[src/rtl/dram_burst_buffer.sv]
// Line buffer between a cache-line port and a word-serial DRAM data stage.
// Optional macro BURST_CHOP_EN adds a chop input that halves the burst length.
module dram_burst_buffer #(
   parameter int WORD_W    = 32,
   parameter int BURST_LEN = 8
) (
   input  logic                        CLK,
   input  logic                        nRST,
   input  logic                        wr_req,
   input  logic                        rd_req,
`ifdef BURST_CHOP_EN
   input  logic                        chop,
`endif
   input  logic [WORD_W*BURST_LEN-1:0] line_wdata,
   output logic [WORD_W*BURST_LEN-1:0] line_rdata,
   output logic                        busy,
   output logic                        done,
   output logic                        wr_en,
   output logic                        rd_en,
   output logic                        clear,
   output logic [WORD_W-1:0]           memstore,
   input  logic [WORD_W-1:0]           memload
);

   localparam int CNT_W = $clog2(BURST_LEN);
   localparam logic [CNT_W-1:0] LAST_FULL = CNT_W'(BURST_LEN - 1);
`ifdef BURST_CHOP_EN
   localparam logic [CNT_W-1:0] LAST_CHOP = CNT_W'(BURST_LEN / 2 - 1);
`endif

   typedef enum logic [2:0] {IDLE, WRITE, READ, RDRAIN, DONE} state_t;

   state_t              r_state;
   state_t              w_state_next;
   logic [CNT_W-1:0]    r_cnt;
   logic [CNT_W-1:0]    w_cnt_next;
   logic                w_latch;
   logic                w_last;
   logic                r_cap_vld;
   logic [CNT_W-1:0]    r_cap_idx;
   logic [WORD_W-1:0]   r_wword [BURST_LEN];
   logic [WORD_W-1:0]   r_rword [BURST_LEN];
`ifdef BURST_CHOP_EN
   logic                r_chop;
   logic                w_start;
`endif

   genvar gi;
   generate
      for (gi = 0; gi < BURST_LEN; gi++) begin : g_rline
         assign line_rdata[gi*WORD_W +: WORD_W] = r_rword[gi];
      end
   endgenerate

`ifdef BURST_CHOP_EN
   assign w_last  = (r_cnt == (r_chop ? LAST_CHOP : LAST_FULL));
   assign w_start = (r_state == IDLE) && (wr_req || rd_req);
`else
   assign w_last  = (r_cnt == LAST_FULL);
`endif

   always_comb begin
      w_state_next = r_state;
      w_cnt_next   = r_cnt;
      w_latch      = 1'b0;
      busy         = (r_state != IDLE);
      done         = 1'b0;
      clear        = 1'b0;
      wr_en        = 1'b0;
      rd_en        = 1'b0;
      memstore     = '0;
      case (r_state)
         IDLE: begin
            // Write wins a tie with read.
            if (wr_req) begin
               w_state_next = WRITE;
               w_cnt_next   = '0;
               w_latch      = 1'b1;
            end else if (rd_req) begin
               w_state_next = READ;
               w_cnt_next   = '0;
            end
         end
         WRITE: begin
            wr_en    = 1'b1;
            memstore = r_wword[r_cnt];
            if (w_last) begin
               w_state_next = DONE;
               w_cnt_next   = '0;
            end else begin
               w_cnt_next   = r_cnt + 1'b1;
            end
         end
         READ: begin
            rd_en = 1'b1;
            if (w_last) begin
               w_state_next = RDRAIN;
               w_cnt_next   = '0;
            end else begin
               w_cnt_next   = r_cnt + 1'b1;
            end
         end
         RDRAIN: begin
            w_state_next = DONE;
         end
         DONE: begin
            done         = 1'b1;
            clear        = 1'b1;
            w_state_next = IDLE;
         end
         default: begin
            w_state_next = IDLE;
         end
      endcase
   end

   always_ff @(posedge CLK or negedge nRST) begin
      if (!nRST) begin
         r_state   <= IDLE;
         r_cnt     <= '0;
         r_cap_vld <= 1'b0;
         r_cap_idx <= '0;
`ifdef BURST_CHOP_EN
         r_chop    <= 1'b0;
`endif
         for (int k = 0; k < BURST_LEN; k++) begin
            r_wword[k] <= '0;
            r_rword[k] <= '0;
         end
      end else begin
         r_state   <= w_state_next;
         r_cnt     <= w_cnt_next;
         // Load data trails rd_en by one cycle, so remember which slot it belongs to.
         r_cap_vld <= rd_en;
         r_cap_idx <= r_cnt;
`ifdef BURST_CHOP_EN
         if (w_start) r_chop <= chop;
`endif
         for (int k = 0; k < BURST_LEN; k++) begin
            if (w_latch) r_wword[k] <= line_wdata[k*WORD_W +: WORD_W];
            if (r_cap_vld && (r_cap_idx == CNT_W'(k))) r_rword[k] <= memload;
         end
      end
   end

endmodule

[config.mk]
export PLATFORM = sky130hd
export DESIGN_NAME = dram_burst_buffer
export DESIGN_NICKNAME = d
export VERILOG_FILES = /design/src/rtl/dram_burst_buffer.sv
export SDC_FILE = /design/constraint.sdc
export NUM_CORES = 1
export LEC_CHECK = 0
export CAP_MARGIN = 25
export CORE_AREA = 2 2 224 226
export CTS_CLUSTER_DIAMETER = 80
export DETAILED_ROUTE_END_ITERATION = 8
export DIE_AREA = 0 0 226 228
export PLACE_DENSITY_LB_ADDON = 0.3
export SETUP_SLACK_MARGIN = 0.02
export SLEW_MARGIN = 20
export SYNTH_ARGS = -nofsm -noshare
export SYNTH_HDL_FRONTEND = slang
export SYNTH_SLANG_ARGS = --single-unit
[constraint.sdc]
create_clock -name CLK -period 6.3 [get_ports CLK]
set_clock_uncertainty 0.1 [all_clocks]
set_input_delay 1.26 -clock CLK [delete_from_list [all_inputs] [get_ports CLK]]
set_output_delay 1.26 -clock CLK [all_outputs]
set_load 0.01 [all_outputs]
* Word-level counts from Yosys, hierarchy flattened *
Index checks and enable logic that the tools add are counted.

word-level totals
  output and inout port bits = 293
  flip-flop bits (word level) = 522
  bits of input ports = 292
  word-level logic and storage cells = 71

operators by class
  $lt $le $gt $ge = 1
  reductions and logical operators = 15
  multiplexer cells = 18
  add/subtract/negate cells = 1
  bitwise operators = 1
  eq/ne operators = 15

operator list
  operator               count
  $bmux W32 S3           1
  $mux W32               3
  $mux W3                7
  $eq A3 B3 Y1 const B   6
  $eq A3 B2 Y1 const B   4
  $pmux W3 S4            1
  $logic_and A1 B1 Y1    8
  $eq A3 B1 Y1 const B   2
  $logic_not A3 Y1       2
  $pmux W3 S2            1
  $mux W1                5
  $ge A4 B4 Y1 const B   1
  $ne A2 B2 Y1 const B   2
  $not A3 Y4             1
  $add A3 B1 Y3 const B  1
  $ne A3 B3 Y1 const B   1
  $reduce_and A3 Y1      1
  $reduce_bool A3 Y1     1
  $reduce_and A2 Y1      1
  $reduce_bool A2 Y1     1
  $reduce_or A2 Y1       1

* Longest topological paths before layout *
  depth in word-level cells = 5
  mapped depth = 6
  gate-level depth less buffers = 5

* Worst setup path after synthesis *
Ideal clock, no wire load.

  path kind = register to output
  start = register r_cnt[0]
  end = output port memstore[0]
  stages on the path, launching flop included = 5
  data arrival time = 1.694 ns
  setup slack = 3.246 ns
  path buffers = 2
  cell sequence = dfrtp_1 > buf_2 > buf_2 > mux4_2 > a22o_1

between the ends
  word-level cells in the longest chain between the ends = 5

ends and longest elaborated chain
  element                                      RTL line  source
  start: declaration                           35        logic [CNT_W-1:0] r_cnt;
  start signal: assignment                     132       r_cnt <= w_cnt_next;
  $not A3 Y4 (not written as such)             86        memstore = r_wword[r_cnt];
  $bmux W32 S3                                 86
  $mux W32 (not written as such) (2 in a row)  86
  $mux W32                                     72        case (r_state)
  end: declaration                             21        output logic [WORD_W-1:0] memstore,

No other way between the ends. The select of a mux whose other input is x is not followed.

* Final worst setup path *
  start = register r_state[0]
  end = output port memstore[6]

between the ends
  word-level cells in the longest chain between the ends = 2

ends and longest elaborated chain
  element                   RTL line  source
  start: declaration        33        state_t r_state;
  start signal: assignment  131       r_state <= w_state_next;
  $eq A3 B1 Y1              72
  $mux W32                  72

No other way between the ends.

==> results.yml <==
synth:
  syn_area_um2: 22540
  synth_area_per_cell_um2: 18.08
  synthCells: 1247
  synth_cell_types: 32
  ys_seq_area_share_pct: 57.95
  ys_ff_latch: 522
  syn-num-nets: 1541
  yosys_warnings: 0
sta:
  setup_viol: 0
  tns_ps: 0
  drv_slew: 0
  period_share_pct: 73.57
  min_period_ps: 4635
  rsz0062_at_grt: "false"
  fmax_mhz: 215.8
  worstMarginPinSlew_ps: 1133
  final_hold_viol_count: 0
  maxSlewHeadroom_pct: 24.47
run_status:
  status: "finished clean"
flow_run:
  maxCapViolCount: 0
worst_setup_path:
  cp.required_ps: 4940
  regToRegStartpoint: "r_state[2]$_DFFE_PN0P_"
  critPathArrivalTime_ps: 3270
  critPathLaunchType: "flop"
  r2r_slack_ps: 3770
  reg2reg_depth: 4
  r2r-end: "r_wword[212]$_DFFE_PN0P_"
  crit_path_end_kind: "primary output"
  critPathMaxFanout: 32
  worstSetupPathType: "reg -> out"
place:
  port-buffer-count: 584
  detailed_place_hpwl_um: 44640
  place.gp.congestion: 0.8138
clocking:
  htree_levels: 2
  cts_hold_buf: 0
  cts_buffers: 55
  post_cts_resized: 0
  cts_sinks: 522
  clock_path_buffers: 3
  clk_pin_slew_ps: 60
  clk-insertion-delay-late_ps: 590
  post_cts_buffers: 0
  cts_tree: "built"
  cts-root-buf: "clkbuf_16"
layout:
  layout.nets: 2120
  syn2layout_area_growth_pct: 36.06
  fin_util_pct: 62.14
  multi_input_area_um2: 8693
  drive_above_1_share_pct: 37.58
  fill_cells: 3660
  seq_area_um2: 13070
route:
  wire_per_inst_um: 24.49
  drt_iter0_markers: 657
  route.vias.total: 13260
  detail-route-antenna-nets: 0
  totalWireLength_um: 62390
  viasPerCell: 5.202
  dr.pass1.iters: 7
  drc: 0
power_and_ir_drop:
  power_density_nw_per_um2: 505.0
  comb_power_share_pct: 40.0
  pwr-share-seq_pct: 37.9
  ir_drop_mv: 0.3316
  switching_share_pct: 29.02
  switchingPower_uw: 4495
  internal_power_uw: 10990
  clkPwrFrac_pct: 22.1
  p_leak_uw: 0.01319
global_routing:
  grtUsageTotal_pct: 24.21
  antenna_found_initial: 17
  grt_pass1_wl_um: 92810
  grt_overflow_total: 0
  grt_pass1_vias: 14280
  grt_max_degree: 151
min_path:
  hold_depth: 1
  hold_path.class: "reg -> reg"
  min_from: "line_rdata[100]$_DFFE_PN0P_"
  holdPathEnd: "line_rdata[100]$_DFFE_PN0P_"
floorplan:
  core_um2: 49350
  num_rows: 82
  start_util_pct: 45.67
  die_h_um: 228
  ios: 585
  die_area_um2: 51530
  die_w_um: 226
-- cells in the mapped netlist, drive strengths merged --
master / number / area, um2
dfrtp: 522 / 13060
buf: 65 / 749.5
mux4: 64 / 1441
nor3b: 5 / 47.54
xnor2: 1 / 8.760
a21bo: 1 / 10.01
nand4: 1 / 6.260
nand2b: 1 / 6.260
ha: 2 / 25.02
o41ai: 1 / 8.760
clkbuf: 16 / 60.06
a22o: 33 / 289.0
or3: 1 / 11.26
and2: 1 / 6.260
nor2b: 1 / 6.260
nor2: 2 / 23.77
nor3: 5 / 30.03
a21oi: 3 / 15.01
o211ai: 1 / 7.510
mux2: 513 / 6678
inv: 2 / 7.510
nand2: 1 / 3.750
o21ai: 2 / 10.01
nand4b: 3 / 26.28
-- cell families (layout without fill, tap and decap cells) --
family | count (synthesis) | count (layout) | share of synthesized area (%)
buf+inv | 83 | 704 | 3.625
fa+ha+maj | 2 | 2 | 0.1110
compound gates | 41 | 41 | 1.510
flops | 522 | 522 | 57.95
other cells | 0 | 8 | 0
mux | 577 | 577 | 36.02
simple gates | 21 | 21 | 0.7439
xor+xnor | 1 | 1 | 0.03886
-- registers in the layout, summed over array words and instances (netlist names) --
register / cells
r_cap_idx: 3
r_wword: 256
r_cap_vld: 1
line_rdata: 256
r_cnt: 3
r_state: 3
-- area by class of cell --
| type | instances | area share, % |
|---|---|---|
| antenna | 8 | 0.06528 |
| clock buffer | 73 | 5.206 |
| clock inverter | 26 | 1.093 |
| inverter | 2 | 0.02448 |
| multi-input combinational | 642 | 28.35 |
| sequential | 522 | 42.62 |
| tap | 672 | 2.742 |
| timing repair buffer | 603 | 19.91 |
-- cell usage in the layout, fill, tap and decap left out, types with 5 or more instances in the layout --
cell type | Yosys | routed
diode_2 | 0 | 8
a22o_1 | 33 | 33
clkbuf_1 | 16 | 5
mux2_4 | 240 | 240
dfrtp_1 | 522 | 520
buf_12 | 26 | 7
buf_4 | 9 | 10
mux2_2 | 273 | 273
clkinv_2 | 0 | 16
mux4_2 | 64 | 64
clkbuf_8 | 0 | 11
bufinv_16 | 0 | 8
clkbuf_16 | 0 | 57
clkdlybuf4s50_1 | 0 | 583
-- per-layer routing --
| layer | share of wire [%] | vias to the layer above | GRT usage, % |
|---|---|---|---|
| li1 | - | 5757 | - |
| met2 | 49 | 455 | 39.98 |
| met5 | 0.19 | - | 0 |
| met1 | 40 | 6893 | 30.31 |
| met3 | 7.6 | 130 | 6.955 |
| met4 | 3.2 | 20 | 8.754 |
-- worst max-delay path: stages (launching register included) --
cell             delay (ps)
dfrtp_1                 500
nor3b_1                 430
and2_2                  830
a22o_1                  350
clkdlybuf4s50_1         560
-- through the flow --
stage	hold slack [ps]	total power [uW]	cells	cell area (um2)	setup slack, ps
after floorplan	290.1	9438	1247	22540	3246
after global placement	381.6	11920	2440	28690	2240
after detailed placement	391.0	12120	2441	28710	2233
after CTS	404.7	15630	2540	30640	1559
after global routing	410.1	16210	2547	30670	1486
final	402.7	15490	2548	30670	1665
-- worst max path at each step --
stage,startpoint,to,slack [ps],depth (start not counted)
after floorplan,r_cnt[0]$_DFFE_PN0P_,memstore[0],3250,4
after global placement,r_state[0]$_DFFE_PN0P_,memstore[1],2240,4
after detailed placement,r_cnt[0]$_DFFE_PN0P_,memstore[30],2230,4
after CTS,r_cnt[0]$_DFFE_PN0P_,memstore[25],1560,4
after global routing,r_state[0]$_DFFE_PN0P_,memstore[30],1490,4
final,r_state[0]$_DFFE_PN0P_,memstore[6],1670,4
-- power by group through the flow --
stage	Combinational, uW	Clock, uW	Sequential, uW
floorplan	3730	0	5710
detailed placement	6220	0	5900
finish	6190	3420	5870
global placement	6070	0	5850
CTS	6250	3500	5870
global route	6520	3650	6050
(Power assumes the default switching activity.)
